File: config.mk
export PLATFORM = sky130hd
export DESIGN_NAME = tl_buffer_ad_flat
export DESIGN_NICKNAME = d
export VERILOG_FILES = /design/src/rtl/tl_buffer_ad_if.sv /design/src/rtl/tl_buffer_ad.sv /design/src/flat_wrapper.sv
export SDC_FILE = /design/constraint.sdc
export NUM_CORES = 1
export LEC_CHECK = 0
export CORE_AREA = 4 4 278 280
export DETAILED_ROUTE_END_ITERATION = 10
export DIE_AREA = 0 0 282 284
export PLACE_DENSITY = 0.43
export SYNTH_ARGS = -nofsm -noshare
export SYNTH_HDL_FRONTEND = slang
export SYNTH_SLANG_ARGS = --single-unit
File: constraint.sdc
create_clock -name clock -period 8 [get_ports clock]
set_input_delay 1.2 -clock clock [delete_from_list [all_inputs] [get_ports clock]]
set_output_delay 1.2 -clock clock [all_outputs]
set_load 0.03 [all_outputs]
File: src/rtl/tl_buffer_ad_if.sv
// TileLink port bundle (channels A-E) for the tl_buffer_ad stage.
// master drives A/C/E and the B/D readys; slave is the mirror image.
interface tl_buffer_ad_if;
  logic        a_valid;
  logic        a_ready;
  logic [2:0]  a_bits_opcode;
  logic [2:0]  a_bits_param;
  logic [3:0]  a_bits_size;
  logic [3:0]  a_bits_source;
  logic [31:0] a_bits_address;
  logic [7:0]  a_bits_mask;
  logic [63:0] a_bits_data;
  logic        a_bits_corrupt;

  logic        b_valid;
  logic        b_ready;
  logic [1:0]  b_bits_param;
  logic [3:0]  b_bits_source;
  logic [31:0] b_bits_address;

  logic        c_valid;
  logic        c_ready;
  logic [2:0]  c_bits_opcode;
  logic [2:0]  c_bits_param;
  logic [3:0]  c_bits_size;
  logic [3:0]  c_bits_source;
  logic [31:0] c_bits_address;
  logic [63:0] c_bits_data;
  logic        c_bits_corrupt;

  logic        d_valid;
  logic        d_ready;
  logic [2:0]  d_bits_opcode;
  logic [1:0]  d_bits_param;
  logic [3:0]  d_bits_size;
  logic [3:0]  d_bits_source;
  logic [2:0]  d_bits_sink;
  logic        d_bits_denied;
  logic [63:0] d_bits_data;
  logic        d_bits_corrupt;

  logic        e_valid;
  logic        e_ready;
  logic [2:0]  e_bits_sink;

  modport master (
    output a_valid, a_bits_opcode, a_bits_param, a_bits_size, a_bits_source, a_bits_address,
           a_bits_mask, a_bits_data, a_bits_corrupt,
    input  a_ready,
    input  b_valid, b_bits_param, b_bits_source, b_bits_address,
    output b_ready,
    output c_valid, c_bits_opcode, c_bits_param, c_bits_size, c_bits_source, c_bits_address,
           c_bits_data, c_bits_corrupt,
    input  c_ready,
    input  d_valid, d_bits_opcode, d_bits_param, d_bits_size, d_bits_source, d_bits_sink,
           d_bits_denied, d_bits_data, d_bits_corrupt,
    output d_ready,
    output e_valid, e_bits_sink,
    input  e_ready
  );

  modport slave (
    input  a_valid, a_bits_opcode, a_bits_param, a_bits_size, a_bits_source, a_bits_address,
           a_bits_mask, a_bits_data, a_bits_corrupt,
    output a_ready,
    output b_valid, b_bits_param, b_bits_source, b_bits_address,
    input  b_ready,
    input  c_valid, c_bits_opcode, c_bits_param, c_bits_size, c_bits_source, c_bits_address,
           c_bits_data, c_bits_corrupt,
    output c_ready,
    output d_valid, d_bits_opcode, d_bits_param, d_bits_size, d_bits_source, d_bits_sink,
           d_bits_denied, d_bits_data, d_bits_corrupt,
    input  d_ready,
    input  e_valid, e_bits_sink,
    output e_ready
  );
endinterface

File: src/rtl/tl_buffer_ad.sv
// Registered TileLink buffer: circular FIFOs on channels A and D, no bypass or flow-through.
// Define TL_BUFFER_BCE_EN to also give B, C and E a 2-entry FIFO; otherwise they pass through.
module tl_buffer_ad #(
  parameter int unsigned A_DEPTH = 2,
  parameter int unsigned D_DEPTH = 2
) (
  input logic            clock,
  input logic            reset,
  tl_buffer_ad_if.slave  auto_in,
  tl_buffer_ad_if.master auto_out
);

  localparam int unsigned AW   = $clog2(A_DEPTH);
  localparam int unsigned DW   = $clog2(D_DEPTH);
  localparam int unsigned AWID = 119;
  localparam int unsigned DWID = 82;

  // ---------------------------------------------------------------- channel A
  logic [AWID-1:0] a_mem [A_DEPTH];
  logic [AWID-1:0] a_wdata, a_rdata;
  logic [AW-1:0]   a_wptr_q, a_wptr_d, a_rptr_q, a_rptr_d;
  logic            a_mfull_q, a_mfull_d;
  logic            a_empty, a_full, a_enq, a_deq;

  assign a_wdata = {auto_in.a_bits_opcode, auto_in.a_bits_param, auto_in.a_bits_size,
                    auto_in.a_bits_source, auto_in.a_bits_address, auto_in.a_bits_mask,
                    auto_in.a_bits_data, auto_in.a_bits_corrupt};
  assign a_rdata = a_mem[a_rptr_q];
  assign {auto_out.a_bits_opcode, auto_out.a_bits_param, auto_out.a_bits_size,
          auto_out.a_bits_source, auto_out.a_bits_address, auto_out.a_bits_mask,
          auto_out.a_bits_data, auto_out.a_bits_corrupt} = a_rdata;

  assign a_empty         = (a_wptr_q == a_rptr_q) & ~a_mfull_q;
  assign a_full          = (a_wptr_q == a_rptr_q) &  a_mfull_q;
  assign auto_in.a_ready = ~a_full;
  assign auto_out.a_valid = ~a_empty;
  assign a_enq = auto_in.a_valid & ~a_full;
  assign a_deq = auto_out.a_ready & ~a_empty;

  always_comb begin
    a_wptr_d  = a_wptr_q;
    a_rptr_d  = a_rptr_q;
    a_mfull_d = a_mfull_q;
    if (a_enq) a_wptr_d = a_wptr_q + AW'(1);
    if (a_deq) a_rptr_d = a_rptr_q + AW'(1);
    if (a_enq != a_deq) a_mfull_d = a_enq;
  end

  always_ff @(posedge clock or negedge reset) begin
    if (!reset) begin
      a_wptr_q  <= '0;
      a_rptr_q  <= '0;
      a_mfull_q <= 1'b0;
    end else begin
      a_wptr_q  <= a_wptr_d;
      a_rptr_q  <= a_rptr_d;
      a_mfull_q <= a_mfull_d;
    end
  end

  // Payload storage is intentionally left unreset.
  always_ff @(posedge clock) begin
    if (a_enq) a_mem[a_wptr_q] <= a_wdata;
  end

  // ---------------------------------------------------------------- channel D
  logic [DWID-1:0] d_mem [D_DEPTH];
  logic [DWID-1:0] d_wdata, d_rdata;
  logic [DW-1:0]   d_wptr_q, d_wptr_d, d_rptr_q, d_rptr_d;
  logic            d_mfull_q, d_mfull_d;
  logic            d_empty, d_full, d_enq, d_deq;

  assign d_wdata = {auto_out.d_bits_opcode, auto_out.d_bits_param, auto_out.d_bits_size,
                    auto_out.d_bits_source, auto_out.d_bits_sink, auto_out.d_bits_denied,
                    auto_out.d_bits_data, auto_out.d_bits_corrupt};
  assign d_rdata = d_mem[d_rptr_q];
  assign {auto_in.d_bits_opcode, auto_in.d_bits_param, auto_in.d_bits_size,
          auto_in.d_bits_source, auto_in.d_bits_sink, auto_in.d_bits_denied,
          auto_in.d_bits_data, auto_in.d_bits_corrupt} = d_rdata;

  assign d_empty          = (d_wptr_q == d_rptr_q) & ~d_mfull_q;
  assign d_full           = (d_wptr_q == d_rptr_q) &  d_mfull_q;
  assign auto_out.d_ready = ~d_full;
  assign auto_in.d_valid  = ~d_empty;
  assign d_enq = auto_out.d_valid & ~d_full;
  assign d_deq = auto_in.d_ready & ~d_empty;

  always_comb begin
    d_wptr_d  = d_wptr_q;
    d_rptr_d  = d_rptr_q;
    d_mfull_d = d_mfull_q;
    if (d_enq) d_wptr_d = d_wptr_q + DW'(1);
    if (d_deq) d_rptr_d = d_rptr_q + DW'(1);
    if (d_enq != d_deq) d_mfull_d = d_enq;
  end

  always_ff @(posedge clock or negedge reset) begin
    if (!reset) begin
      d_wptr_q  <= '0;
      d_rptr_q  <= '0;
      d_mfull_q <= 1'b0;
    end else begin
      d_wptr_q  <= d_wptr_d;
      d_rptr_q  <= d_rptr_d;
      d_mfull_q <= d_mfull_d;
    end
  end

  always_ff @(posedge clock) begin
    if (d_enq) d_mem[d_wptr_q] <= d_wdata;
  end

`ifdef TL_BUFFER_BCE_EN
  // ------------------------------------------------- channels B, C, E (2-entry)
  logic [37:0]  b_mem [2];
  logic [110:0] c_mem [2];
  logic [2:0]   e_mem [2];
  logic         b_wptr_q, b_rptr_q, b_mfull_q, b_wptr_d, b_rptr_d, b_mfull_d;
  logic         c_wptr_q, c_rptr_q, c_mfull_q, c_wptr_d, c_rptr_d, c_mfull_d;
  logic         e_wptr_q, e_rptr_q, e_mfull_q, e_wptr_d, e_rptr_d, e_mfull_d;
  logic         b_empty, b_full, b_enq, b_deq;
  logic         c_empty, c_full, c_enq, c_deq;
  logic         e_empty, e_full, e_enq, e_deq;

  assign b_empty = (b_wptr_q == b_rptr_q) & ~b_mfull_q;
  assign b_full  = (b_wptr_q == b_rptr_q) &  b_mfull_q;
  assign c_empty = (c_wptr_q == c_rptr_q) & ~c_mfull_q;
  assign c_full  = (c_wptr_q == c_rptr_q) &  c_mfull_q;
  assign e_empty = (e_wptr_q == e_rptr_q) & ~e_mfull_q;
  assign e_full  = (e_wptr_q == e_rptr_q) &  e_mfull_q;

  assign auto_out.b_ready = ~b_full;
  assign auto_in.b_valid  = ~b_empty;
  assign auto_in.c_ready  = ~c_full;
  assign auto_out.c_valid = ~c_empty;
  assign auto_in.e_ready  = ~e_full;
  assign auto_out.e_valid = ~e_empty;

  assign b_enq = auto_out.b_valid & ~b_full;
  assign b_deq = auto_in.b_ready & ~b_empty;
  assign c_enq = auto_in.c_valid & ~c_full;
  assign c_deq = auto_out.c_ready & ~c_empty;
  assign e_enq = auto_in.e_valid & ~e_full;
  assign e_deq = auto_out.e_ready & ~e_empty;

  assign {auto_in.b_bits_param, auto_in.b_bits_source, auto_in.b_bits_address} = b_mem[b_rptr_q];
  assign {auto_out.c_bits_opcode, auto_out.c_bits_param, auto_out.c_bits_size,
          auto_out.c_bits_source, auto_out.c_bits_address, auto_out.c_bits_data,
          auto_out.c_bits_corrupt} = c_mem[c_rptr_q];
  assign auto_out.e_bits_sink = e_mem[e_rptr_q];

  always_comb begin
    b_wptr_d  = b_wptr_q ^ b_enq;
    b_rptr_d  = b_rptr_q ^ b_deq;
    b_mfull_d = (b_enq != b_deq) ? b_enq : b_mfull_q;
    c_wptr_d  = c_wptr_q ^ c_enq;
    c_rptr_d  = c_rptr_q ^ c_deq;
    c_mfull_d = (c_enq != c_deq) ? c_enq : c_mfull_q;
    e_wptr_d  = e_wptr_q ^ e_enq;
    e_rptr_d  = e_rptr_q ^ e_deq;
    e_mfull_d = (e_enq != e_deq) ? e_enq : e_mfull_q;
  end

  always_ff @(posedge clock or negedge reset) begin
    if (!reset) begin
      {b_wptr_q, b_rptr_q, b_mfull_q} <= 3'b000;
      {c_wptr_q, c_rptr_q, c_mfull_q} <= 3'b000;
      {e_wptr_q, e_rptr_q, e_mfull_q} <= 3'b000;
    end else begin
      {b_wptr_q, b_rptr_q, b_mfull_q} <= {b_wptr_d, b_rptr_d, b_mfull_d};
      {c_wptr_q, c_rptr_q, c_mfull_q} <= {c_wptr_d, c_rptr_d, c_mfull_d};
      {e_wptr_q, e_rptr_q, e_mfull_q} <= {e_wptr_d, e_rptr_d, e_mfull_d};
    end
  end

  always_ff @(posedge clock) begin
    if (b_enq) b_mem[b_wptr_q] <= {auto_out.b_bits_param, auto_out.b_bits_source,
                                   auto_out.b_bits_address};
    if (c_enq) c_mem[c_wptr_q] <= {auto_in.c_bits_opcode, auto_in.c_bits_param,
                                   auto_in.c_bits_size, auto_in.c_bits_source,
                                   auto_in.c_bits_address, auto_in.c_bits_data,
                                   auto_in.c_bits_corrupt};
    if (e_enq) e_mem[e_wptr_q] <= auto_in.e_bits_sink;
  end
`else
  // ------------------------------------------------- channels B, C, E (wires)
  assign auto_in.b_valid        = auto_out.b_valid;
  assign auto_in.b_bits_param   = auto_out.b_bits_param;
  assign auto_in.b_bits_source  = auto_out.b_bits_source;
  assign auto_in.b_bits_address = auto_out.b_bits_address;
  assign auto_out.b_ready       = auto_in.b_ready;

  assign auto_out.c_valid        = auto_in.c_valid;
  assign auto_out.c_bits_opcode  = auto_in.c_bits_opcode;
  assign auto_out.c_bits_param   = auto_in.c_bits_param;
  assign auto_out.c_bits_size    = auto_in.c_bits_size;
  assign auto_out.c_bits_source  = auto_in.c_bits_source;
  assign auto_out.c_bits_address = auto_in.c_bits_address;
  assign auto_out.c_bits_data    = auto_in.c_bits_data;
  assign auto_out.c_bits_corrupt = auto_in.c_bits_corrupt;
  assign auto_in.c_ready         = auto_out.c_ready;

  assign auto_out.e_valid     = auto_in.e_valid;
  assign auto_out.e_bits_sink = auto_in.e_bits_sink;
  assign auto_in.e_ready      = auto_out.e_ready;
`endif

endmodule

File: src/flat_wrapper.sv
// flat-port wrapper written by rule: the top's interface ports become plain ports
module tl_buffer_ad_flat 
#(
  parameter int unsigned A_DEPTH = 2,
  parameter int unsigned D_DEPTH = 2
)
  (clock, reset, auto_in_a_valid, auto_in_a_bits_opcode, auto_in_a_bits_param, auto_in_a_bits_size, auto_in_a_bits_source, auto_in_a_bits_address, auto_in_a_bits_mask, auto_in_a_bits_data, auto_in_a_bits_corrupt, auto_in_a_ready, auto_in_b_valid, auto_in_b_bits_param, auto_in_b_bits_source, auto_in_b_bits_address, auto_in_b_ready, auto_in_c_valid, auto_in_c_bits_opcode, auto_in_c_bits_param, auto_in_c_bits_size, auto_in_c_bits_source, auto_in_c_bits_address, auto_in_c_bits_data, auto_in_c_bits_corrupt, auto_in_c_ready, auto_in_d_valid, auto_in_d_bits_opcode, auto_in_d_bits_param, auto_in_d_bits_size, auto_in_d_bits_source, auto_in_d_bits_sink, auto_in_d_bits_denied, auto_in_d_bits_data, auto_in_d_bits_corrupt, auto_in_d_ready, auto_in_e_valid, auto_in_e_bits_sink, auto_in_e_ready, auto_out_a_valid, auto_out_a_bits_opcode, auto_out_a_bits_param, auto_out_a_bits_size, auto_out_a_bits_source, auto_out_a_bits_address, auto_out_a_bits_mask, auto_out_a_bits_data, auto_out_a_bits_corrupt, auto_out_a_ready, auto_out_b_valid, auto_out_b_bits_param, auto_out_b_bits_source, auto_out_b_bits_address, auto_out_b_ready, auto_out_c_valid, auto_out_c_bits_opcode, auto_out_c_bits_param, auto_out_c_bits_size, auto_out_c_bits_source, auto_out_c_bits_address, auto_out_c_bits_data, auto_out_c_bits_corrupt, auto_out_c_ready, auto_out_d_valid, auto_out_d_bits_opcode, auto_out_d_bits_param, auto_out_d_bits_size, auto_out_d_bits_source, auto_out_d_bits_sink, auto_out_d_bits_denied, auto_out_d_bits_data, auto_out_d_bits_corrupt, auto_out_d_ready, auto_out_e_valid, auto_out_e_bits_sink, auto_out_e_ready);
  tl_buffer_ad_if auto_in_i ();
  tl_buffer_ad_if auto_out_i ();
  input logic clock;
  input logic reset;
  input wire logic [$bits(auto_in_i.a_valid)-1:0] auto_in_a_valid;
  input wire logic [$bits(auto_in_i.a_bits_opcode)-1:0] auto_in_a_bits_opcode;
  input wire logic [$bits(auto_in_i.a_bits_param)-1:0] auto_in_a_bits_param;
  input wire logic [$bits(auto_in_i.a_bits_size)-1:0] auto_in_a_bits_size;
  input wire logic [$bits(auto_in_i.a_bits_source)-1:0] auto_in_a_bits_source;
  input wire logic [$bits(auto_in_i.a_bits_address)-1:0] auto_in_a_bits_address;
  input wire logic [$bits(auto_in_i.a_bits_mask)-1:0] auto_in_a_bits_mask;
  input wire logic [$bits(auto_in_i.a_bits_data)-1:0] auto_in_a_bits_data;
  input wire logic [$bits(auto_in_i.a_bits_corrupt)-1:0] auto_in_a_bits_corrupt;
  output wire logic [$bits(auto_in_i.a_ready)-1:0] auto_in_a_ready;
  output wire logic [$bits(auto_in_i.b_valid)-1:0] auto_in_b_valid;
  output wire logic [$bits(auto_in_i.b_bits_param)-1:0] auto_in_b_bits_param;
  output wire logic [$bits(auto_in_i.b_bits_source)-1:0] auto_in_b_bits_source;
  output wire logic [$bits(auto_in_i.b_bits_address)-1:0] auto_in_b_bits_address;
  input wire logic [$bits(auto_in_i.b_ready)-1:0] auto_in_b_ready;
  input wire logic [$bits(auto_in_i.c_valid)-1:0] auto_in_c_valid;
  input wire logic [$bits(auto_in_i.c_bits_opcode)-1:0] auto_in_c_bits_opcode;
  input wire logic [$bits(auto_in_i.c_bits_param)-1:0] auto_in_c_bits_param;
  input wire logic [$bits(auto_in_i.c_bits_size)-1:0] auto_in_c_bits_size;
  input wire logic [$bits(auto_in_i.c_bits_source)-1:0] auto_in_c_bits_source;
  input wire logic [$bits(auto_in_i.c_bits_address)-1:0] auto_in_c_bits_address;
  input wire logic [$bits(auto_in_i.c_bits_data)-1:0] auto_in_c_bits_data;
  input wire logic [$bits(auto_in_i.c_bits_corrupt)-1:0] auto_in_c_bits_corrupt;
  output wire logic [$bits(auto_in_i.c_ready)-1:0] auto_in_c_ready;
  output wire logic [$bits(auto_in_i.d_valid)-1:0] auto_in_d_valid;
  output wire logic [$bits(auto_in_i.d_bits_opcode)-1:0] auto_in_d_bits_opcode;
  output wire logic [$bits(auto_in_i.d_bits_param)-1:0] auto_in_d_bits_param;
  output wire logic [$bits(auto_in_i.d_bits_size)-1:0] auto_in_d_bits_size;
  output wire logic [$bits(auto_in_i.d_bits_source)-1:0] auto_in_d_bits_source;
  output wire logic [$bits(auto_in_i.d_bits_sink)-1:0] auto_in_d_bits_sink;
  output wire logic [$bits(auto_in_i.d_bits_denied)-1:0] auto_in_d_bits_denied;
  output wire logic [$bits(auto_in_i.d_bits_data)-1:0] auto_in_d_bits_data;
  output wire logic [$bits(auto_in_i.d_bits_corrupt)-1:0] auto_in_d_bits_corrupt;
  input wire logic [$bits(auto_in_i.d_ready)-1:0] auto_in_d_ready;
  input wire logic [$bits(auto_in_i.e_valid)-1:0] auto_in_e_valid;
  input wire logic [$bits(auto_in_i.e_bits_sink)-1:0] auto_in_e_bits_sink;
  output wire logic [$bits(auto_in_i.e_ready)-1:0] auto_in_e_ready;
  output wire logic [$bits(auto_out_i.a_valid)-1:0] auto_out_a_valid;
  output wire logic [$bits(auto_out_i.a_bits_opcode)-1:0] auto_out_a_bits_opcode;
  output wire logic [$bits(auto_out_i.a_bits_param)-1:0] auto_out_a_bits_param;
  output wire logic [$bits(auto_out_i.a_bits_size)-1:0] auto_out_a_bits_size;
  output wire logic [$bits(auto_out_i.a_bits_source)-1:0] auto_out_a_bits_source;
  output wire logic [$bits(auto_out_i.a_bits_address)-1:0] auto_out_a_bits_address;
  output wire logic [$bits(auto_out_i.a_bits_mask)-1:0] auto_out_a_bits_mask;
  output wire logic [$bits(auto_out_i.a_bits_data)-1:0] auto_out_a_bits_data;
  output wire logic [$bits(auto_out_i.a_bits_corrupt)-1:0] auto_out_a_bits_corrupt;
  input wire logic [$bits(auto_out_i.a_ready)-1:0] auto_out_a_ready;
  input wire logic [$bits(auto_out_i.b_valid)-1:0] auto_out_b_valid;
  input wire logic [$bits(auto_out_i.b_bits_param)-1:0] auto_out_b_bits_param;
  input wire logic [$bits(auto_out_i.b_bits_source)-1:0] auto_out_b_bits_source;
  input wire logic [$bits(auto_out_i.b_bits_address)-1:0] auto_out_b_bits_address;
  output wire logic [$bits(auto_out_i.b_ready)-1:0] auto_out_b_ready;
  output wire logic [$bits(auto_out_i.c_valid)-1:0] auto_out_c_valid;
  output wire logic [$bits(auto_out_i.c_bits_opcode)-1:0] auto_out_c_bits_opcode;
  output wire logic [$bits(auto_out_i.c_bits_param)-1:0] auto_out_c_bits_param;
  output wire logic [$bits(auto_out_i.c_bits_size)-1:0] auto_out_c_bits_size;
  output wire logic [$bits(auto_out_i.c_bits_source)-1:0] auto_out_c_bits_source;
  output wire logic [$bits(auto_out_i.c_bits_address)-1:0] auto_out_c_bits_address;
  output wire logic [$bits(auto_out_i.c_bits_data)-1:0] auto_out_c_bits_data;
  output wire logic [$bits(auto_out_i.c_bits_corrupt)-1:0] auto_out_c_bits_corrupt;
  input wire logic [$bits(auto_out_i.c_ready)-1:0] auto_out_c_ready;
  input wire logic [$bits(auto_out_i.d_valid)-1:0] auto_out_d_valid;
  input wire logic [$bits(auto_out_i.d_bits_opcode)-1:0] auto_out_d_bits_opcode;
  input wire logic [$bits(auto_out_i.d_bits_param)-1:0] auto_out_d_bits_param;
  input wire logic [$bits(auto_out_i.d_bits_size)-1:0] auto_out_d_bits_size;
  input wire logic [$bits(auto_out_i.d_bits_source)-1:0] auto_out_d_bits_source;
  input wire logic [$bits(auto_out_i.d_bits_sink)-1:0] auto_out_d_bits_sink;
  input wire logic [$bits(auto_out_i.d_bits_denied)-1:0] auto_out_d_bits_denied;
  input wire logic [$bits(auto_out_i.d_bits_data)-1:0] auto_out_d_bits_data;
  input wire logic [$bits(auto_out_i.d_bits_corrupt)-1:0] auto_out_d_bits_corrupt;
  output wire logic [$bits(auto_out_i.d_ready)-1:0] auto_out_d_ready;
  output wire logic [$bits(auto_out_i.e_valid)-1:0] auto_out_e_valid;
  output wire logic [$bits(auto_out_i.e_bits_sink)-1:0] auto_out_e_bits_sink;
  input wire logic [$bits(auto_out_i.e_ready)-1:0] auto_out_e_ready;
  assign auto_in_i.a_valid = auto_in_a_valid;
  assign auto_in_i.a_bits_opcode = auto_in_a_bits_opcode;
  assign auto_in_i.a_bits_param = auto_in_a_bits_param;
  assign auto_in_i.a_bits_size = auto_in_a_bits_size;
  assign auto_in_i.a_bits_source = auto_in_a_bits_source;
  assign auto_in_i.a_bits_address = auto_in_a_bits_address;
  assign auto_in_i.a_bits_mask = auto_in_a_bits_mask;
  assign auto_in_i.a_bits_data = auto_in_a_bits_data;
  assign auto_in_i.a_bits_corrupt = auto_in_a_bits_corrupt;
  assign auto_in_a_ready = auto_in_i.a_ready;
  assign auto_in_b_valid = auto_in_i.b_valid;
  assign auto_in_b_bits_param = auto_in_i.b_bits_param;
  assign auto_in_b_bits_source = auto_in_i.b_bits_source;
  assign auto_in_b_bits_address = auto_in_i.b_bits_address;
  assign auto_in_i.b_ready = auto_in_b_ready;
  assign auto_in_i.c_valid = auto_in_c_valid;
  assign auto_in_i.c_bits_opcode = auto_in_c_bits_opcode;
  assign auto_in_i.c_bits_param = auto_in_c_bits_param;
  assign auto_in_i.c_bits_size = auto_in_c_bits_size;
  assign auto_in_i.c_bits_source = auto_in_c_bits_source;
  assign auto_in_i.c_bits_address = auto_in_c_bits_address;
  assign auto_in_i.c_bits_data = auto_in_c_bits_data;
  assign auto_in_i.c_bits_corrupt = auto_in_c_bits_corrupt;
  assign auto_in_c_ready = auto_in_i.c_ready;
  assign auto_in_d_valid = auto_in_i.d_valid;
  assign auto_in_d_bits_opcode = auto_in_i.d_bits_opcode;
  assign auto_in_d_bits_param = auto_in_i.d_bits_param;
  assign auto_in_d_bits_size = auto_in_i.d_bits_size;
  assign auto_in_d_bits_source = auto_in_i.d_bits_source;
  assign auto_in_d_bits_sink = auto_in_i.d_bits_sink;
  assign auto_in_d_bits_denied = auto_in_i.d_bits_denied;
  assign auto_in_d_bits_data = auto_in_i.d_bits_data;
  assign auto_in_d_bits_corrupt = auto_in_i.d_bits_corrupt;
  assign auto_in_i.d_ready = auto_in_d_ready;
  assign auto_in_i.e_valid = auto_in_e_valid;
  assign auto_in_i.e_bits_sink = auto_in_e_bits_sink;
  assign auto_in_e_ready = auto_in_i.e_ready;
  assign auto_out_a_valid = auto_out_i.a_valid;
  assign auto_out_a_bits_opcode = auto_out_i.a_bits_opcode;
  assign auto_out_a_bits_param = auto_out_i.a_bits_param;
  assign auto_out_a_bits_size = auto_out_i.a_bits_size;
  assign auto_out_a_bits_source = auto_out_i.a_bits_source;
  assign auto_out_a_bits_address = auto_out_i.a_bits_address;
  assign auto_out_a_bits_mask = auto_out_i.a_bits_mask;
  assign auto_out_a_bits_data = auto_out_i.a_bits_data;
  assign auto_out_a_bits_corrupt = auto_out_i.a_bits_corrupt;
  assign auto_out_i.a_ready = auto_out_a_ready;
  assign auto_out_i.b_valid = auto_out_b_valid;
  assign auto_out_i.b_bits_param = auto_out_b_bits_param;
  assign auto_out_i.b_bits_source = auto_out_b_bits_source;
  assign auto_out_i.b_bits_address = auto_out_b_bits_address;
  assign auto_out_b_ready = auto_out_i.b_ready;
  assign auto_out_c_valid = auto_out_i.c_valid;
  assign auto_out_c_bits_opcode = auto_out_i.c_bits_opcode;
  assign auto_out_c_bits_param = auto_out_i.c_bits_param;
  assign auto_out_c_bits_size = auto_out_i.c_bits_size;
  assign auto_out_c_bits_source = auto_out_i.c_bits_source;
  assign auto_out_c_bits_address = auto_out_i.c_bits_address;
  assign auto_out_c_bits_data = auto_out_i.c_bits_data;
  assign auto_out_c_bits_corrupt = auto_out_i.c_bits_corrupt;
  assign auto_out_i.c_ready = auto_out_c_ready;
  assign auto_out_i.d_valid = auto_out_d_valid;
  assign auto_out_i.d_bits_opcode = auto_out_d_bits_opcode;
  assign auto_out_i.d_bits_param = auto_out_d_bits_param;
  assign auto_out_i.d_bits_size = auto_out_d_bits_size;
  assign auto_out_i.d_bits_source = auto_out_d_bits_source;
  assign auto_out_i.d_bits_sink = auto_out_d_bits_sink;
  assign auto_out_i.d_bits_denied = auto_out_d_bits_denied;
  assign auto_out_i.d_bits_data = auto_out_d_bits_data;
  assign auto_out_i.d_bits_corrupt = auto_out_d_bits_corrupt;
  assign auto_out_d_ready = auto_out_i.d_ready;
  assign auto_out_e_valid = auto_out_i.e_valid;
  assign auto_out_e_bits_sink = auto_out_i.e_bits_sink;
  assign auto_out_i.e_ready = auto_out_e_ready;
  tl_buffer_ad #(.A_DEPTH(A_DEPTH), .D_DEPTH(D_DEPTH)) u_core (.clock(clock), .reset(reset), .auto_in(auto_in_i), .auto_out(auto_out_i));
endmodule
==> results.toml, run 1 <==
[global_route]
global_route.overflow_total = 0
first_global_vias = 8912
first_pass_grt_wire_length_um = 70200
pin_count_of_the_biggest_net_entering_global_routing = 88
antenna_found_initial = 16
gr_usage_total_pct = 12.4

[sta]
timing.final.crit_period_ns = 4.86
finalSetupViolations = 0
layout_setup_ws_ns = 3.14
setup_repair_after_global_routing_missed_its_margin = "false"
max_slew.worst_pin.slew_ns = 1.03
final-hold-violation-count = 0
fin_worst_skew_ns = 0.0165
finalSetupTns_ns = 0
relSlewSlack_pct = 31.3
fmax_mhz = 206
post-route-period-util_pct = 60.7
report.final.slew_viol_count = 0
whs_ns = 0.683

[cts]
clk_transition_reported_paths_ns = 0.06
clock_sinks = 408
cts_buffer_depth = 3
holdBufCountCts = 0
post_cts_buffers = 0
clock_tree_from_tritoncts = "built"
tritoncts.num_buffers = 49
htreeDepth = 2
cts_repair_resize_count = 0
cts_root_buf = "clkbuf_16"
clkLatencyLatePin_ns = 0.57

[finish]
post_layout_utilization_of_the_core_pct = 29.7
final_cell_mix = "411 x clkdlybuf4s50_1, 402 x edfxtp_1, 119 x mux2_2"
final_layout_size_suffix_gt1_share_pct = 25.2
num-nets-final = 1482
mostFrequentLayoutCell = "clkdlybuf4s50_1"
layout-area-overhead-vs-synth_pct = 35.0

[placed_design]
detailedPlacementHpwl_um = 39100
place_ws_ns = 3.66
portBuffers = 411
placer_congestion = 0.727

[die]
die_height_um = 284
die_width_um = 282
effective_utilization_at_floorplan_pct = 22.0
floorplan.core_area_sq_um = 74400
design.portCount = 728
fp.dieArea_sq_um = 80100
row_count = 100

[run]
max_cap_violations = 0

[worst_setup_path]
crit_type = "reg2out"
reg2reg_from = "u_core.a_rptr_q"
worstPathArrival_ns = 3.66
crit_path_launch = "u_core.a_rptr_q"
setup.worst_path.start_class = "register"
data_required_time_at_the_worst_endpoint_ns = 6.80
critPathMaxFanout = 52
timing.critical_path.to_type = "output pin"
reg2reg_depth = 3

[power]
p_per_area_nw_per_um2 = 391
vdd_ir_drop_max_uv = 221
leakagePower_nw = 7.49

[synth]
synth.lib_cells_used.distinct = 19
mappedNetlistArea_sq_um = 16400
synth_top_area_share_pct = 73.6
ys_top_cells_by_area = "edfxtp_1 74%, mux2_2 8.2%, mux2_4 7.5%, buf_4 7.2%, dfrtp_1 0.92%"
postSynthRegisterBits = 408
synth.net_count = 1192
synth_largest_area_cell = "edfxtp_1"
synth-seq-area-share_pct = 74.6
yosysWarnings = 0
netlist_instances = 827
synthesis.area_per_instance_sq_um = 19.8

[drt]
post-route-drc-count = 0
route.antenna.remaining_nets = 0
first_pass_iters = 4
drt_iter0_drc = 327
via_count = 8243
route.detailed.wl_per_inst_um = 24.7
avg_vias_per_cell = 3.88
totalWireLength_um = 52500

[worst_hold_path]
hold_path_class = "reg2reg"
min_path_cells = 2
hold_path.startpoint = "u_core.d_wptr_q"

[outcome]
run_status = "completed"
-- power breakdown --
group	total, mW	internal, mW	switching, mW
combinational	3.31	1.45	1.86
sequential	3.09	2.89	0.199
clock	2.26	1.40	0.856
-- flip-flops by register name (all words and copies together) (netlist names) --
signal and count:
u_core.a_mem 238, u_core.d_mem 164, u_core.a_mfull_q 1, u_core.a_rptr_q 1, u_core.a_wptr_q 1, u_core.d_mfull_q 1, u_core.d_rptr_q 1, u_core.d_wptr_q 1
-- cell usage after synthesis --
cell type  count
a21boi_0       2
a211oi_1       2
dfrtp_1        6
o211a_1        2
and3_1         2
buf_6         13
o21ai_0        6
a31oi_1        2
mux2_2       119
inv_1          6
buf_4        158
a2bb2oi_1      2
edfxtp_1     402
xnor2_1        2
mux2_4        82
a21o_1         2
buf_2         11
nand2_1        6
a21oi_1        2
-- layer usage --
layer	GRT usage (%)	wire [um]
met5	2.44	332
met4	3.74	1490
met3	11.9	10800
met2	18.0	22000
met1	12.3	17900
-- metrics by stage --
| step | power [mW] | std cells | cell area (sq um) |
|---|---|---|---|
| floorplan | 5.33 | 827 | 16400 |
| global route | 9.07 | 2122 | 22100 |
| detailed placement | 6.51 | 2035 | 20500 |
| global placement | 6.51 | 2035 | 20500 |
| CTS | 8.83 | 2122 | 22100 |
| finish | 8.66 | 2123 | 22100 |
-- cells by family after synthesis --
kind of cell	share of synthesized area [%]
XOR/XNOR	0.107
flip-flops	74.6
buffers and inverters	8.60
multiplexers	15.7
AND/OR/NAND/NOR	0.214
AO/OA/AOI/OAI	0.824
-- critical path, cell delays in order, from the launching register on --
cell	delay, ns
dfrtp_4	0.99
buf_4	0.89
xnor2_1	0.26
nand2_1	0.13
clkdlybuf4s50_1	0.68
-- cell type report --
type | instances | area, sq um
Clock buffer | 67 | 1390
Antenna cell | 1 | 2.50
Multi-Input combinational cell | 231 | 2800
Tap cell | 969 | 1210
Sequential cell | 408 | 12200
Timing Repair Buffer | 421 | 4200
Fill cell | 7332 | 52300
Clock inverter | 20 | 272
Inverter | 6 | 22.5
-- worst paths after layout --
check / endpoint / slack, ns
max: auto_out_a_valid / 3.14
min: u_core.d_wptr_q / 0.68
max reg2reg: u_core.a_mem[0][109] / 4.17
max in group asynchronous: u_core.d_rptr_q / 6.44
min reg2reg: u_core.d_wptr_q / 0.68
min in group asynchronous: u_core.a_mfull_q / 1.06
Note: power is estimated with default switching activity, not from simulation.
==> run 2, diff against run 1 <==
clock period = 4.55 ns   (was 8 ns; I/O delays follow)
==> run 2 against run 1 <==
Against the previous run:
- sequential share of layout area up 0.28 points
- register-to-register slack worse by 2.4 ns
- first-iteration DRC count shrank 15%
- sequential power up 77%
- total power is 71% higher
- non-clock buffer count grew 8
- wire length down 5.6%
- final cell count rose by 0.24%
- clock-buffer cell count down 9
- critical path type unchanged
- hold slack worse by 0.19 ns
==> results.toml, run 2 (synthesized netlist as in run 1, its figures left out) <==
[sta]
final-hold-violation-count = 0
report.final.slew_viol_count = 0
relSlewSlack_pct = 34.9
fmax_mhz = 274
finalSetupViolations = 0
timing.final.crit_period_ns = 3.66
max_slew.worst_pin.slew_ns = 0.976
whs_ns = 0.495
post-route-period-util_pct = 80.3
setup_repair_after_global_routing_missed_its_margin = "false"
finalSetupTns_ns = 0
fin_worst_skew_ns = 0.0149

[drt]
avg_vias_per_cell = 3.84
route.detailed.wl_per_inst_um = 23.3
drt_iter0_drc = 279
totalWireLength_um = 49600
route.antenna.remaining_nets = 0
post-route-drc-count = 0
via_count = 8162
first_pass_iters = 4

[finish]
num-nets-final = 1488
max_flop_register = "u_core.a_mem"
layout-area-overhead-vs-synth_pct = 34.3
largest_register_ffs = 238
final_layout_size_suffix_gt1_share_pct = 24.5
final_cell_mix = "411 x clkdlybuf4s50_1, 402 x edfxtp_1, 119 x mux2_2"
mostFrequentLayoutCell = "clkdlybuf4s50_1"
largest_registers = "u_core.a_mem: 238 flops, u_core.d_mem: 164 flops"

[global_route]
antenna_found_initial = 11
first_global_vias = 9011
pin_count_of_the_biggest_net_entering_global_routing = 68
first_pass_grt_wire_length_um = 67600
gr_usage_total_pct = 11.7
global_route.overflow_total = 0

[placed_design]
placer_congestion = 0.717
portBuffers = 411
detailedPlacementHpwl_um = 36700

[power]
p_per_area_nw_per_um2 = 674
vdd_ir_drop_max_uv = 299
leakagePower_nw = 7.44

[cts]
post_cts_buffers = 0
cts_buffer_depth = 3
clkLatencyLatePin_ns = 0.56
htreeDepth = 2
tritoncts.num_buffers = 47
clk_transition_reported_paths_ns = 0.06
clock_sinks = 408
cts_repair_resize_count = 0
clock_tree_from_tritoncts = "built"
holdBufCountCts = 0
cts_root_buf = "clkbuf_16"

[worst_setup_path]
worstPathArrival_ns = 2.97
timing.critical_path.to_type = "output pin"
setup.worst_path.start_class = "register"
data_required_time_at_the_worst_endpoint_ns = 3.87
crit_type = "reg2out"
critPathMaxFanout = 58

[run]
max_cap_violations = 0

[die]
design.portCount = 728
effective_utilization_at_floorplan_pct = 22.0
floorplan.core_area_sq_um = 74400
row_count = 100
die_height_um = 284
die_width_um = 282
fp.dieArea_sq_um = 80100

[outcome]
run_status = "completed"

[worst_hold_path]
hold_path_class = "in2async"
[run 2: metal layers]
metal / track usage, % / routed length [um]
met2: 17.8 / 21500
met3: 10.0 / 9260
met5: 2.32 / 225
met1: 11.8 / 17100
met4: 3.64 / 1420
[run 2: worst max-delay path, cell delays in order (launching register included)]
cell and delay, ns:
dfrtp_4 0.99, buf_4 0.39, mux2_2 0.36, clkdlybuf4s50_1 0.61
[run 2: worst paths after layout]
path / start / to / slack [ns] / cells after the start
max: u_core.d_rptr_q / auto_in_d_bits_data[26] / 0.89 / 3
max in group asynchronous: reset / u_core.d_rptr_q / 3.62 / 1
min in group clock: u_core.d_wptr_q / u_core.d_wptr_q / 0.68 / 2
min reg2reg: u_core.d_wptr_q / u_core.d_wptr_q / 0.68 / 2
min: reset / u_core.a_mfull_q / 0.50 / 1
max reg2reg: u_core.a_rptr_q / u_core.a_mem[0][47] / 1.76 / 3
[run 2: final cells by class]
class | count | area (sq um)
Inverter | 6 | 22.5
Sequential cell | 408 | 12200
Timing Repair Buffer | 429 | 4310
Clock inverter | 24 | 211
Fill cell | 7351 | 52400
Tap cell | 969 | 1210
Antenna cell | 3 | 7.51
Multi-Input combinational cell | 231 | 2800
Clock buffer | 58 | 1220
[run 2: through the flow]
step | area, sq um | setup slack (ns) | instances | power, mW | utilization, %
after floorplan | 16400 | 0.910 | 827 | 9.33 | -
after global placement | 20600 | 1.41 | 2043 | 11.5 | 27.6
after detailed placement | 20600 | 1.41 | 2043 | 11.5 | 27.6
after CTS | 22000 | 0.764 | 2125 | 15.2 | 29.6
after global routing | 22000 | 0.715 | 2126 | 15.5 | 29.6
final | 22000 | 0.895 | 2128 | 14.8 | 29.6
[run 2: report_power, final]
part           switching, mW  internal, mW  total (mW)
combinational           3.20          2.61        5.81
clock                   1.46          2.11        3.57
sequential             0.382          5.08        5.46
==> run 3, diff against run 2 <==
CORE_AREA = 4 4 285 287   (was 4 4 278 280)
DIE_AREA = 0 0 289 291   (was 0 0 282 284)
clock period = 3 ns   (was 4.55 ns; I/O delays follow)
==> run 3 against run 2 <==
Against the previous run:
- largest cell class unchanged
- sequential cell count stayed put
- clock skew is 0.0038 ns higher
- combinational power grew 59%
- critical path type unchanged
- critical endpoint is now auto_out_a_bits_address[23]
==> results.toml, run 3 (synthesized netlist as in run 1, its figures left out) <==
[outcome]
run_status = "completed"

[die]
floorplan.core_area_sq_um = 78600
row_count = 103
die_width_um = 289
die_height_um = 291
fp.dieArea_sq_um = 84100
effective_utilization_at_floorplan_pct = 20.8
design.portCount = 728

[power]
vdd_ir_drop_max_uv = 484
share_comb_of_total_power_pct = 41.1
p_sw_mw = 7.69
power.sequential.fraction_pct = 35.6
intPower_mw = 14.8
leakagePower_nw = 7.46
power.share.clock_pct = 23.3
sw_frac_of_total_pct = 34.2
p_per_area_nw_per_um2 = 1010

[sta]
finalSetupViolations = 0
report.final.slew_viol_count = 0
layout_setup_ws_ns = 0.111
whs_ns = 0.222
post-route-period-util_pct = 96.3
relSlewSlack_pct = 65.7
max_slew.worst_pin.slew_ns = 0.515
final-hold-violation-count = 0
fin_worst_skew_ns = 0.0187
setup_repair_after_global_routing_missed_its_margin = "false"
timing.final.crit_period_ns = 2.89
fmax_mhz = 346

[drt]
drt_iter0_drc = 422
route.detailed.wl_per_inst_um = 21.6
first_pass_iters = 6
avg_vias_per_cell = 3.68
totalWireLength_um = 47700
via_count = 8141
post-route-drc-count = 0
route.antenna.remaining_nets = 0

[cts]
clock_sinks = 408
cts_buffer_depth = 3
post_cts_buffers = 0
tritoncts.num_buffers = 47
clock_tree_from_tritoncts = "built"
cts_root_buf = "clkbuf_16"
clkLatencyLatePin_ns = 0.56
clk_transition_reported_paths_ns = 0.06
htreeDepth = 2

[finish]
max_flop_register = "u_core.a_mem"
layout-area-overhead-vs-synth_pct = 35.3
num-nets-final = 1491
mostFrequentLayoutCell = "clkdlybuf4s50_1"
final_layout_size_suffix_gt1_share_pct = 25.1
fillerInstances = 7905
largest_registers = "u_core.a_mem: 238 flops, u_core.d_mem: 164 flops"
largest_register_ffs = 238
final_cell_mix = "409 x clkdlybuf4s50_1, 402 x edfxtp_1, 119 x mux2_2"

[placed_design]
detailedPlacementHpwl_um = 35100
placer_congestion = 0.715
place_ws_ns = 0.612
portBuffers = 411

[worst_setup_path]
crit_type = "reg2out"
critPathMaxFanout = 19
setup.worst_path.start_class = "register"
reg2reg_from = "u_core.a_rptr_q"
worstPathArrival_ns = 2.44
reg2reg_depth = 3
timing.critical_path.to_type = "output pin"
regToRegEndpoint = "u_core.a_mem[0][17]"
register_to_register_setup_slack_ns = 1.10
data_required_time_at_the_worst_endpoint_ns = 2.55

[global_route]
global_route.overflow_total = 0
antenna_found_initial = 17
first_global_vias = 8929
first_pass_grt_wire_length_um = 65400
pin_count_of_the_biggest_net_entering_global_routing = 83
gr_usage_total_pct = 10.7

[worst_hold_path]
hold_path_class = "in2async"

[run]
max_cap_violations = 0
-- run 3: cell count changes in the layout (fill, tap and decap cells not counted), sizes merged --
cell,previous run,this run
buf,18,21
clkinv,19,16
diode,3,6
bufinv,4,2
clkdlybuf4s50,411,409
clkinvlp,0,2
dlymetal6s2s,0,2
clkbuf,58,57
inv,7,8
-- run 3: through the flow --
stage / power, mW / cells / util (%) / area, sq um / TNS [ns]
3_5_place_dp: 17.5 / 2127 / 26.4 / 20800 / 0
4_1_cts: 22.9 / 2206 / 28.2 / 22200 / 0
2_1_floorplan: 14.1 / 827 / - / 16400 / -19.42
3_3_place_gp: 17.5 / 2127 / 26.4 / 20800 / 0
5_1_grt: 23.6 / 2208 / 28.2 / 22200 / 0
6_report: 22.5 / 2212 / 28.2 / 22200 / 0
-- run 3: final cells by class --
| class | instances | area (sq um) | share of cell area (%) |
|---|---|---|---|
| clock inverters | 22 | 164 | 0.739 |
| inverters | 6 | 22.5 | 0.102 |
| well taps | 1050 | 1310 | 5.93 |
| repair buffers | 432 | 4420 | 19.9 |
| flip-flops and latches | 408 | 12200 | 55.2 |
| diodes | 6 | 15.0 | 0.0677 |
| multi-input cells | 231 | 2800 | 12.6 |
| clock buffers | 57 | 1210 | 5.47 |
-- run 3: routing by layer --
layer,routed length [um],track usage [%]
met5,161,1.05
met4,1490,4.09
met3,8240,8.32
met2,19800,15.5
met1,18000,11.8
-- run 3: what timing repair did --
action	in CTS	in global routing
endpoints found under the setup margin	14	2
gates resized for setup	1	2
hold buffers	0	0
-- run 3: worst max-delay path by stage --
stage / start / endpoint / slack (ns) / cells after the start
final: u_core.a_rptr_q / auto_out_a_bits_address[23] / 0.11 / 4
after floorplan: u_core.a_rptr_q / u_core.a_mem[1][0] / -0.16 / 4
after global placement: u_core.a_rptr_q / auto_out_a_bits_data[3] / 0.65 / 4
after detailed placement: u_core.a_rptr_q / auto_out_a_bits_data[1] / 0.61 / 4
after CTS: u_core.a_rptr_q / auto_out_a_bits_address[23] / 0.03 / 4
after global routing: u_core.a_rptr_q / auto_out_a_bits_address[24] / 0.009 / 4
-- run 3: power groups by stage --
stage	Sequential [mW]	Clock [mW]	Combinational [mW]
global placement	8.10	0	9.41
CTS	8.01	5.46	9.47
detailed placement	8.13	0	9.41
floorplan	8.08	0	6.06
finish	8.00	5.24	9.23
global route	8.10	5.72	9.76
-- run 3: worst max-delay path: stages, from the launching register on --
cell,delay (ns)
dfrtp_4,0.44
buf_12,0.19
buf_4,0.30
mux2_4,0.33
clkdlybuf4s50_1,0.60
